$ cat src/rtl/arb_4in_pkg.sv
// Purpose: shared types and constants for the 4-input burst-lock arbiter family.
// Latency: n/a (types, constants, pure helper function only).
// Backpressure: n/a.
package arb_4in_pkg;

  localparam int NREQS = 4;

  typedef enum logic {IDLE, LOCK} arb_state_t;

  typedef logic [NREQS-1:0] onehot4_t;

  // Rotate a one-hot vector left by one position (MSB wraps to bit 0).
  function automatic onehot4_t rotl1(input onehot4_t v);
    return {v[NREQS-2:0], v[NREQS-1]};
  endfunction

endpackage

$ cat src/rtl/arb_rr_pick.sv
// Purpose: round-robin pick; search starts at the prio bit and wraps upward.
// Latency: purely combinational, 0 cycles.
// Backpressure: none; winner is zero when no request is present.
module arb_rr_pick
  import arb_4in_pkg::*;
(
  input  onehot4_t prio,
  input  onehot4_t reqs,
  output onehot4_t winner
);

  logic [1:0] start;
  logic [1:0] idx;
  logic       found;
  logic       start_found;

  // Locate the prio bit, then walk upward (mod 4) to the first request.
  always_comb begin
    start       = 2'd0;
    start_found = 1'b0;
    idx         = 2'd0;
    found       = 1'b0;
    winner      = '0;
    for (int i = 0; i < NREQS; i++) begin
      if (!start_found && prio[i]) begin
        start       = 2'(i);
        start_found = 1'b1;
      end
    end
    for (int k = 0; k < NREQS; k++) begin
      idx = start + 2'(k);
      if (!found && reqs[idx]) begin
        winner[idx] = 1'b1;
        found       = 1'b1;
      end
    end
  end

endmodule

$ cat src/rtl/arb_4in_burst_lock.sv
// Purpose: 4-way round-robin arbiter that locks the grant for a whole burst.
// Latency: grant is combinational in IDLE; lock/prio updates visible next cycle.
// Backpressure: res_rdy=0 holds all state and keeps the grant asserted.
// Optional feature macro: ARB_4IN_BURST_LOCK_SET_PRIORITY_EN (priority load port).
module arb_4in_burst_lock
  import arb_4in_pkg::*;
#(
  parameter int NBITS_LEN = 3
) (
  input  logic                       clk,
  input  logic                       reset,
  input  logic [NREQS-1:0]           reqs,
  input  logic [NREQS*NBITS_LEN-1:0] req_lens,
  input  logic                       res_rdy,
  output logic [NREQS-1:0]           grants,
  output logic                       busy,
  output logic                       last_beat
`ifdef ARB_4IN_BURST_LOCK_SET_PRIORITY_EN
  ,
  input  logic                       set_priority_en,
  input  logic [NREQS-1:0]           set_priority
`endif
);

  arb_state_t           state_q, state_d;
  onehot4_t             prio_q, prio_d;
  onehot4_t             owner_q, owner_d;
  logic [NBITS_LEN-1:0] rem_q, rem_d;

  onehot4_t             winner;
  logic [NBITS_LEN-1:0] win_len;
  logic                 xfer;

  arb_rr_pick u_pick (
    .prio   (prio_q),
    .reqs   (reqs),
    .winner (winner)
  );

  // Burst length of the current round-robin winner.
  always_comb begin
    win_len = '0;
    for (int i = 0; i < NREQS; i++) begin
      if (winner[i]) begin
        win_len = req_lens[i*NBITS_LEN +: NBITS_LEN];
      end
    end
  end

  // Next-state and output logic; reset forces outputs low in the same cycle.
  always_comb begin
    state_d   = state_q;
    prio_d    = prio_q;
    owner_d   = owner_q;
    rem_d     = rem_q;
    grants    = '0;
    busy      = 1'b0;
    last_beat = 1'b0;
    xfer      = 1'b0;

    case (state_q)
      IDLE: begin
        grants    = winner;
        last_beat = (winner != '0) && (win_len == '0);
        xfer      = (winner != '0) && res_rdy;
        if (xfer) begin
          if (win_len == '0) begin
            prio_d = rotl1(winner);
          end else begin
            state_d = LOCK;
            owner_d = winner;
            rem_d   = win_len;
          end
        end
      end
      LOCK: begin
        // Owner keeps the grant even if its request drops mid-burst.
        grants    = owner_q;
        busy      = 1'b1;
        last_beat = (rem_q == NBITS_LEN'(1));
        xfer      = res_rdy;
        if (xfer) begin
          if (rem_q > NBITS_LEN'(1)) begin
            rem_d = rem_q - NBITS_LEN'(1);
          end else begin
            state_d = IDLE;
            prio_d  = rotl1(owner_q);
            owner_d = '0;
            rem_d   = '0;
          end
        end
      end
      default: begin
        state_d = IDLE;
      end
    endcase

`ifdef ARB_4IN_BURST_LOCK_SET_PRIORITY_EN
    // A loaded priority wins over any rotation this cycle; lock state is untouched.
    if (set_priority_en) begin
      prio_d = set_priority;
    end
`endif

    if (reset) begin
      grants    = '0;
      busy      = 1'b0;
      last_beat = 1'b0;
    end
  end

  // State registers with synchronous reset; a reset mid-burst discards it.
  always_ff @(posedge clk) begin
    if (reset) begin
      state_q <= IDLE;
      prio_q  <= 4'b0001;
      owner_q <= '0;
      rem_q   <= '0;
    end else begin
      state_q <= state_d;
      prio_q  <= prio_d;
      owner_q <= owner_d;
      rem_q   <= rem_d;
    end
  end

endmodule
$ cat config.mk
export PLATFORM = sky130hd
export DESIGN_NAME = arb_4in_burst_lock
export DESIGN_NICKNAME = d
export VERILOG_FILES = /design/src/rtl/arb_4in_pkg.sv /design/src/rtl/arb_rr_pick.sv /design/src/rtl/arb_4in_burst_lock.sv
export SDC_FILE = /design/constraint.sdc
export NUM_CORES = 1
export LEC_CHECK = 0
export BUFFER_PORTS_ARGS = -buffer_cell sky130_fd_sc_hd__buf_2
export CORE_UTILIZATION = 50
export DETAILED_ROUTE_END_ITERATION = 7
export GPL_ROUTABILITY_DRIVEN = 0
export MAX_ROUTING_LAYER = met4
export PLACE_DENSITY = 0.81
export SYNTH_ARGS = -nofsm -noshare
export SYNTH_HDL_FRONTEND = slang
export SYNTH_SLANG_ARGS = --single-unit
$ cat constraint.sdc
create_clock -name clk -period 6.39 [get_ports clk]
set_input_delay 1.5975 -clock clk [delete_from_list [all_inputs] [get_ports clk]]
set_output_delay 1.5975 -clock clk [all_outputs]
set_load 0.005 [all_outputs]
Word level (Yosys, flattened, before mapping)
Cells that the tools add are included.

Register bits after elaboration: 12. Input bits: 19. Word-level logic and storage cells: 109.

$lt $le $gt $ge: 9. Add/subtract/negate cells: 4. Muxes and demuxes: 59. Equality and inequality tests: 6. Reduce and logical (&&, ||, !) cells: 23. Bitwise logic cells: 4.

Operators by type and width (count): two-way mux 4 bit (13); two-way mux 3 bit (8); one-hot mux 4 bit (2 select lines) (3); two-way mux 1 bit (22); logical AND 1 bit (12); < comparator 2 x 3 -> 1 bit (second input constant) (4); OR 4 bit (3); != test 2 bit (second input constant) (5); binary-select mux 1 bit (select 2 bit) (4); demux 1 bit (select 2 bit) (4); >= comparator 2 x 1 -> 1 bit (second input constant) (4); AND reduction 4 bit (2); zero test 1 bit (6); one-hot mux 3 bit (2 select lines) (1); adder 2 bit (second input constant) (2); two-way mux 2 bit (2); one-hot mux 1 bit (2 select lines) (2); nonzero test 4 bit (1); equality test 3 x 1 -> 1 bit (second input constant) (1); > comparator 3 x 1 -> 1 bit (second input constant) (1); zero test 3 bit (1); AND reduction 3 bit (1); subtractor 3 x 1 -> 3 bit (second input constant) (1); adder 2 x 1 -> 2 bit (second input constant) (1); NOT 1 bit (1).

Depth between registers and ports, before layout
Gate-level depths: netlist of run 1.

Word-level depth: 30. Mapped depth: 15. Depth with buffers taken out: 13.

Hierarchy
A second synthesis of run 1 with hierarchy kept.

Cell total of the unflattened synthesis: 161. Area total of the unflattened synthesis: 1373.8 µm².

Modules (own cells, without submodules): arb_4in_burst_lock (area each 872.1 µm², cells each 94, seq. area each 240.2 µm², instances 1); arb_rr_pick (area each 501.7 µm², cells each 67, seq. area each 0.0 µm², instances 1).

Worst setup path before layout of run 1
OpenSTA, ideal clock, no wires.

Path kind: in2out. Start point: input reqs[0]. End point: output last_beat. Path slack: 1.029 ns. Arrival: 3.763 ns. Stages on the path: 10. Cell sequence: clkbuf_1 nor3b_1 a2111oi_1 a211o_1 nand3_1 and3_1 a221o_1 a22o_4 a21oi_1 and3_1.

Cells in the longest elaborated chain, start to end: 20. Elaborated cells between the ends (all ways): 33. Those cells by class: mux: 21; bitwise: 3; reduce/logical: 9.

RTL lines: start, declared (line arb_4in_burst_lock.sv:12) `input logic [NREQS-1:0] reqs,`; binary-select mux 1 bit (select 2 bit) (line arb_rr_pick.sv:32) `if (!found && reqs[idx]) begin`; two-way mux 1 bit (implied by the code) (line arb_rr_pick.sv:32); two-way mux 1 bit (line arb_rr_pick.sv:32); zero test 1 bit (line arb_rr_pick.sv:32); logical AND 1 bit (line arb_rr_pick.sv:32); two-way mux 1 bit (line arb_rr_pick.sv:32); zero test 1 bit (line arb_rr_pick.sv:32); logical AND 1 bit (line arb_rr_pick.sv:32); two-way mux 1 bit (line arb_rr_pick.sv:32); zero test 1 bit (line arb_rr_pick.sv:32); logical AND 1 bit (line arb_rr_pick.sv:32); two-way mux 4 bit * (line arb_rr_pick.sv:32); two-way mux 3 bit (4 in a row) (line arb_4in_burst_lock.sv:44) `if (winner[i]) begin`; zero test 3 bit (line arb_4in_burst_lock.sv:64) `last_beat = (winner != '0) && (win_len == '0);`; logical AND 1 bit * (line arb_4in_burst_lock.sv:64); one-hot mux 1 bit (2 select lines) * (line arb_4in_burst_lock.sv:61) `case (state_q)`; two-way mux 1 bit * (line arb_4in_burst_lock.sv:105) `if (reset) begin`; end, declared (line arb_4in_burst_lock.sv:17) `output logic last_beat`.

Mark *: on every way between the ends. The rest lies on a longest branch, timed or not. The select of a mux whose other input is x is not followed.

Final worst setup path of run 1
Ends and elaborated chain as after synthesis.

==> results of run 1 <==
cells in the mapped netlist (2+ instances only):
library cell   n
buf_2          3
ha_1           6
o31ai_1        3
or2_2          4
clkbuf_1       6
mux2_2         3
nand3b_1       2
o21a_1         2
nor3b_1        3
nor4_1         3
inv_1         15
dfxtp_1       12
inv_2          2
nand4_1        3
and3_1         5
a21o_1         4
nor2_1        20
o21ai_0        8
a21oi_1        9
and2_1         3
nand2_1       10
a2111o_1       2
mux2i_1        4
nand2b_1       2
a211oi_1       6
o32ai_1        6
a211o_1        2
nor2b_1        3
a211oi_4       2
nand3_1        9
routing by layer:
metal  vias to the layer above  GRT usage  wire (um)
met2                        26      0.341       1590
met1                       691      0.324       1870
met5                         -          -          0
met3                         5     0.0115         95
met4                         0     0.0836         44
li1                        759          -          -
area by class of cell:
cell class              count  area (sq um)
well taps                  31          38.8
repair buffers             25           128
fillers                   267          1150
flip-flops and latches     12           240
inverters                  17          63.8
multi-input cells         152          1160
clock buffers               3          22.5
power groups by stage:
stage               Clock (mW)  Combinational (mW)  Sequential [mW]
finish                  0.0452               0.176            0.102
floorplan                    0               0.147           0.0915
global placement             0               0.172            0.103
detailed placement           0               0.174            0.103
global route            0.0497               0.191            0.105
CTS                     0.0465               0.174            0.102
tightest hold or removal path: stages (launching register included):
cell     delay (ns)
dfxtp_1        0.31
inv_1          0.05
o32ai_1        0.08
registers in the layout, summed over array words and instances, names as in the netlist:
| register | count |
|---|---|
| rem_q | 3 |
| prio_q | 4 |
| owner_q | 4 |
| state_q | 1 |
final timing paths:
check	endpoint	cells after the start	startpoint	slack [ns]
setup reg to reg	prio_q[3]	13	prio_q[1]	2.21
hold reg to reg	owner_q[3]	2	owner_q[3]	0.48
hold / removal	owner_q[3]	2	owner_q[3]	0.48
setup / recovery	last_beat	11	reqs[0]	0.70
stage by stage:
step	worst slack (ns)	total power, mW
after global placement	0.832	0.275
after floorplan	1.03	0.239
after CTS	0.737	0.323
final	0.696	0.324
after detailed placement	0.756	0.277
after global routing	0.564	0.346
kinds of logic after synthesis:
kind of cell | share of synthesized area
mux | 0.0913
fa+ha+maj | 0.0498
flops | 0.159
buf+inv | 0.0722
compound gates | 0.334
simple gates | 0.293
==> impl_metrics.tcl, run 1 <==
set metrics [dict create \
    async_flop_share 0 \
    synth-edff-count 0 \
    grt_usage 0.228 \
    leakage_nw 0.669 \
    powerDensity_nw_per_um2 196 \
    num_antenna_cells 0 \
    grt_pass1_vias 1267 \
    endpoint_kind "output port" \
    antenna_found_initial 0 \
    failed_checks "DRC" \
    critical_path_class "primary input to output port" \
    tns_ns 0 \
    detailedRoute.firstPassIterationCount 6 \
    dieArea_sq_um 3240 \
    finalNonFillerCells 240 \
    combPwrFrac 0.545 \
    clock_path_buffers 2 \
    cp_slowest_cell "a2111oi_1" \
    status "complete, but fails checks" \
    slowest_delay_ns 0.54 \
    ys_types 59 \
    setup_viol 0 \
    cts_resized 0 \
    layout.nets 236 \
    finalHoldViolations 0 \
    ys_ff_latch 12 \
    hpwl_um 2720 \
    ioPinCount 25 \
    path_buf_inv 2 \
    slew_violations 0 \
    numCtsBuffers 3 \
    placed_cell_area_sq_um 1630 \
    start_util 0.537 \
    cts_hold_buffers 0 \
    intPower_mw 0.186 \
    final_common_cell "buf_2" \
    clock_power_share 0.140 \
    p_sw_frac 0.426 \
    crit_fanout 10 \
    vias_per_cell 6.17 \
    yosysTopAreaCell "dfxtp_1" \
    synthTopCellsByArea "dfxtp_1 (16%), ha_1 (5.0%), nor2_1 (5.0%)" \
    finClkSkew_ns 0.00810 \
    switching_power_mw 0.138 \
    drive_gt1_frac 0.244 \
    htreeDepth 1 \
    syn_area_sq_um 1510 \
    fin_area_sq_um 1650 \
    slew-limit-headroom 0.568 \
    drt_wl_total_um 3600 \
    drc 4 \
    fp.dieW_um 56.9 \
    yosysWarnings 0 \
    drtIter0Drc 89 \
    clk_pin_slew_worst_paths_ns 0.07 \
    finalCriticalPeriod_ns 5.69 \
    postCtsSetupBuffers 0 \
    p_seq_frac 0.315 \
    cts_tree "done" \
    syn_to_final_growth_pct 9.54 \
    required_ns 4.79 \
    syn_inst 191 \
    io_buffers 24 \
    dp_cells 237 \
    ant_nets 0 \
    wl_per_cell_um 15.0 \
    crit_family "compound AO/OA/AOI/OAI gates" \
    drv_cap 0 \
    finish.utilization 0.589 \
    die_y_um 56.9 \
    rsz0062_at_grt "no" \
    grt_pass1_wl_um 5660 \
    vias 1481 \
    core-area_sq_um 2810 \
    most-common-layout-cells "buf_2 (24), nor2_1 (20), inv_1 (15)" \
    crit_chain "buf_2 -> nor3b_1 -> a2111oi_1 -> a211o_1 -> nand3_1 -> and3_1 -> a221o_1 -> a22o_4 -> a21oi_1 -> and3_1 -> buf_2" \
    syn_avg_cell_area_sq_um 7.89 \
    overflow 0 \
    synthFlopType "dfxtp_1" \
    worst_pin_slew_ns 0.641 \
    hp-class "register to register" \
    synthesis.nets 216 \
    final.period_utilization 0.891 \
    startpoint_type "primary input" \
    fmax_mhz 176 \
    fp-row-count 19 \
    clk_latency_ns 0.27 \
    crit_arrival_ns 4.10 \
    grt_max_degree 19 \
    ir_drop_v 0.000147 \
    synth_top_area_share 0.159 \
    timing.hold.ws_ns 0.482 \
    ys_seq_area_frac 0.159 \
    cts_root_buf "clkbuf_4" \
    cts_num_sinks 12 \
]
(Power assumes the default switching activity.)
==> run 2: changes to the inputs <==
--- a/config.mk
+++ b/config.mk
@@ -7,9 +7,10 @@
 export LEC_CHECK = 0
 export BUFFER_PORTS_ARGS = -buffer_cell sky130_fd_sc_hd__buf_2
-export CORE_UTILIZATION = 50
+export CORE_UTILIZATION = 35
 export DETAILED_ROUTE_END_ITERATION = 7
 export GPL_ROUTABILITY_DRIVEN = 0
 export MAX_ROUTING_LAYER = met4
-export PLACE_DENSITY = 0.81
+export PLACE_DENSITY = 0.63
+export REMOVE_ABC_BUFFERS = 1
 export SYNTH_ARGS = -nofsm -noshare
 export SYNTH_HDL_FRONTEND = slang
==> constraint.sdc (replaced) <==
create_clock -name clk -period 6.39 [get_ports clk]
set_input_delay 1.5975 -clock clk [delete_from_list [all_inputs] [get_ports clk]]
set_output_delay 1.5975 -clock clk [all_outputs]
set_load 0.05 [all_outputs]
==> run 2 against run 1 <==
Compared with the run above: highest routed layer is now met3; setup slack got worse by 0.14 ns; sequential power about the same; critical endpoint unchanged; global-route usage shrank 4.9 points; the run now ends clean.
==> impl_metrics.tcl, run 2 (synthesis gave the netlist of run 1 again) <==
set metrics [dict create \
    status "finished clean" \
    p_seq_frac 0.270 \
    pre_cts_slack_ns 0.601 \
    crit_fanout 10 \
    syn_to_final_growth_pct 12.8 \
    p_sw_frac 0.429 \
    overflow 0 \
    cts_root_buf "clkbuf_8" \
    grt_max_degree 19 \
    drtIter0Drc 89 \
    ant_nets 0 \
    clock_path_buffers 2 \
    finish.utilization 0.419 \
    clock_power_share 0.228 \
    intPower_mw 0.217 \
    cts_tree "done" \
    drive_gt1_frac 0.244 \
    ioPinCount 25 \
    finalHoldViolations 0 \
    grt_usage 0.180 \
    drc 0 \
    ir_drop_v 0.000115 \
    slew-limit-headroom 0.555 \
    cts_resized 0 \
    htreeDepth 1 \
    powerDensity_nw_per_um2 224 \
    top_regs "owner_q (4), prio_q (4), rem_q (3)" \
    startpoint_type "primary input" \
    postCtsSetupBuffers 0 \
    setup_viol 0 \
    vias_per_cell 5.73 \
    core-area_sq_um 4060 \
    finClkSkew_ns 0.00184 \
    combPwrFrac 0.502 \
    start_util 0.372 \
    clk_latency_ns 0.25 \
    endpoint_kind "output port" \
    hpwl_um 2820 \
    grt_pass1_wl_um 6100 \
    most-common-layout-cells "buf_2 (24), nor2_1 (20), inv_1 (15)" \
    fmax_mhz 171 \
    dieArea_sq_um 4570 \
    fp.dieW_um 67.6 \
    drt_wl_total_um 3760 \
    hp-class "register to register" \
    final.period_utilization 0.913 \
    antenna_found_initial 0 \
    grt_pass1_vias 1255 \
    wl_per_cell_um 14.5 \
    numCtsBuffers 3 \
    worst_pin_slew_ns 0.660 \
    leakage_nw 0.679 \
    critical_path_class "primary input to output port" \
    crit_arrival_ns 4.24 \
    cts_num_sinks 12 \
    fp-row-count 23 \
    vias 1485 \
    required_ns 4.79 \
    die_y_um 67.6 \
    layout.nets 235 \
    io_buffers 24 \
    tns_ns 0 \
    setup_ws_ns 0.554 \
    final_common_cell "buf_2" \
    drv_cap 0 \
    p_total_mw 0.380 \
    detailedRoute.firstPassIterationCount 4 \
    num_antenna_cells 0 \
    clk_pin_slew_worst_paths_ns 0.06 \
    finalCriticalPeriod_ns 5.84 \
    rsz0062_at_grt "no" \
    slew_violations 0 \
    cts_hold_buffers 0 \
    switching_power_mw 0.163 \
]
==> run 2: layer usage <==
metal | part of all wire | vias to the layer above | GRT usage
met2 | 0.42 | 48 | 0.246
li1 | - | 757 | -
met3 | 0.054 | 0 | 0.0372
met1 | 0.52 | 680 | 0.265
met4 | 0 | 0 | 0.0319
met5 | 0 | - | -
==> run 2: final cells by class <==
cell class / instances / area (sq um)
timing repair buffer: 24 / 120
sequential: 12 / 240
fill: 413 / 2360
inverter: 17 / 63.8
tap: 50 / 62.6
clock buffer: 4 / 55.1
multi-input combinational: 152 / 1160
==> run 2: worst max-delay path: stages <==
cell,delay [ns]
buf_2,0.15
nor3b_1,0.16
a2111oi_1,0.51
a211o_1,0.25
nand3_1,0.15
and3_1,0.21
a221o_1,0.32
a22o_4,0.26
a21oi_1,0.20
and3_1,0.18
buf_2,0.25
==> run 2: path summary, 6_finish.rpt <==
| check | start | to | slack [ns] | cells past startpoint |
|---|---|---|---|---|
| setup / recovery | reqs[0] | last_beat | 0.55 | 11 |
| hold reg to reg | owner_q[3] | owner_q[3] | 0.48 | 2 |
| hold / removal | owner_q[3] | owner_q[3] | 0.48 | 2 |
| setup reg to reg | prio_q[1] | prio_q[3] | 2.28 | 13 |
==> run 2: power groups by stage <==
stage          sequential [mW]  clock [mW]  combinational [mW]
5_1_grt                  0.104      0.0897               0.209
3_5_place_dp             0.104           0               0.190
4_1_cts                  0.103      0.0872               0.190
3_3_place_gp             0.104           0               0.189
6_report                 0.103      0.0868               0.191
2_1_floorplan           0.0991           0               0.151
==> run 2: per-stage QoR <==
| stage | cell area [sq um] | std cells | hold WS, ns |
|---|---|---|---|
| 3_5_place_dp | 1650 | 255 | 0.472 |
| 3_3_place_gp | 1650 | 255 | 0.467 |
| 4_1_cts | 1700 | 259 | 0.481 |
| 6_report | 1700 | 259 | 0.482 |
| 2_1_floorplan | 1460 | 181 | 0.451 |
| 5_1_grt | 1700 | 259 | 0.489 |
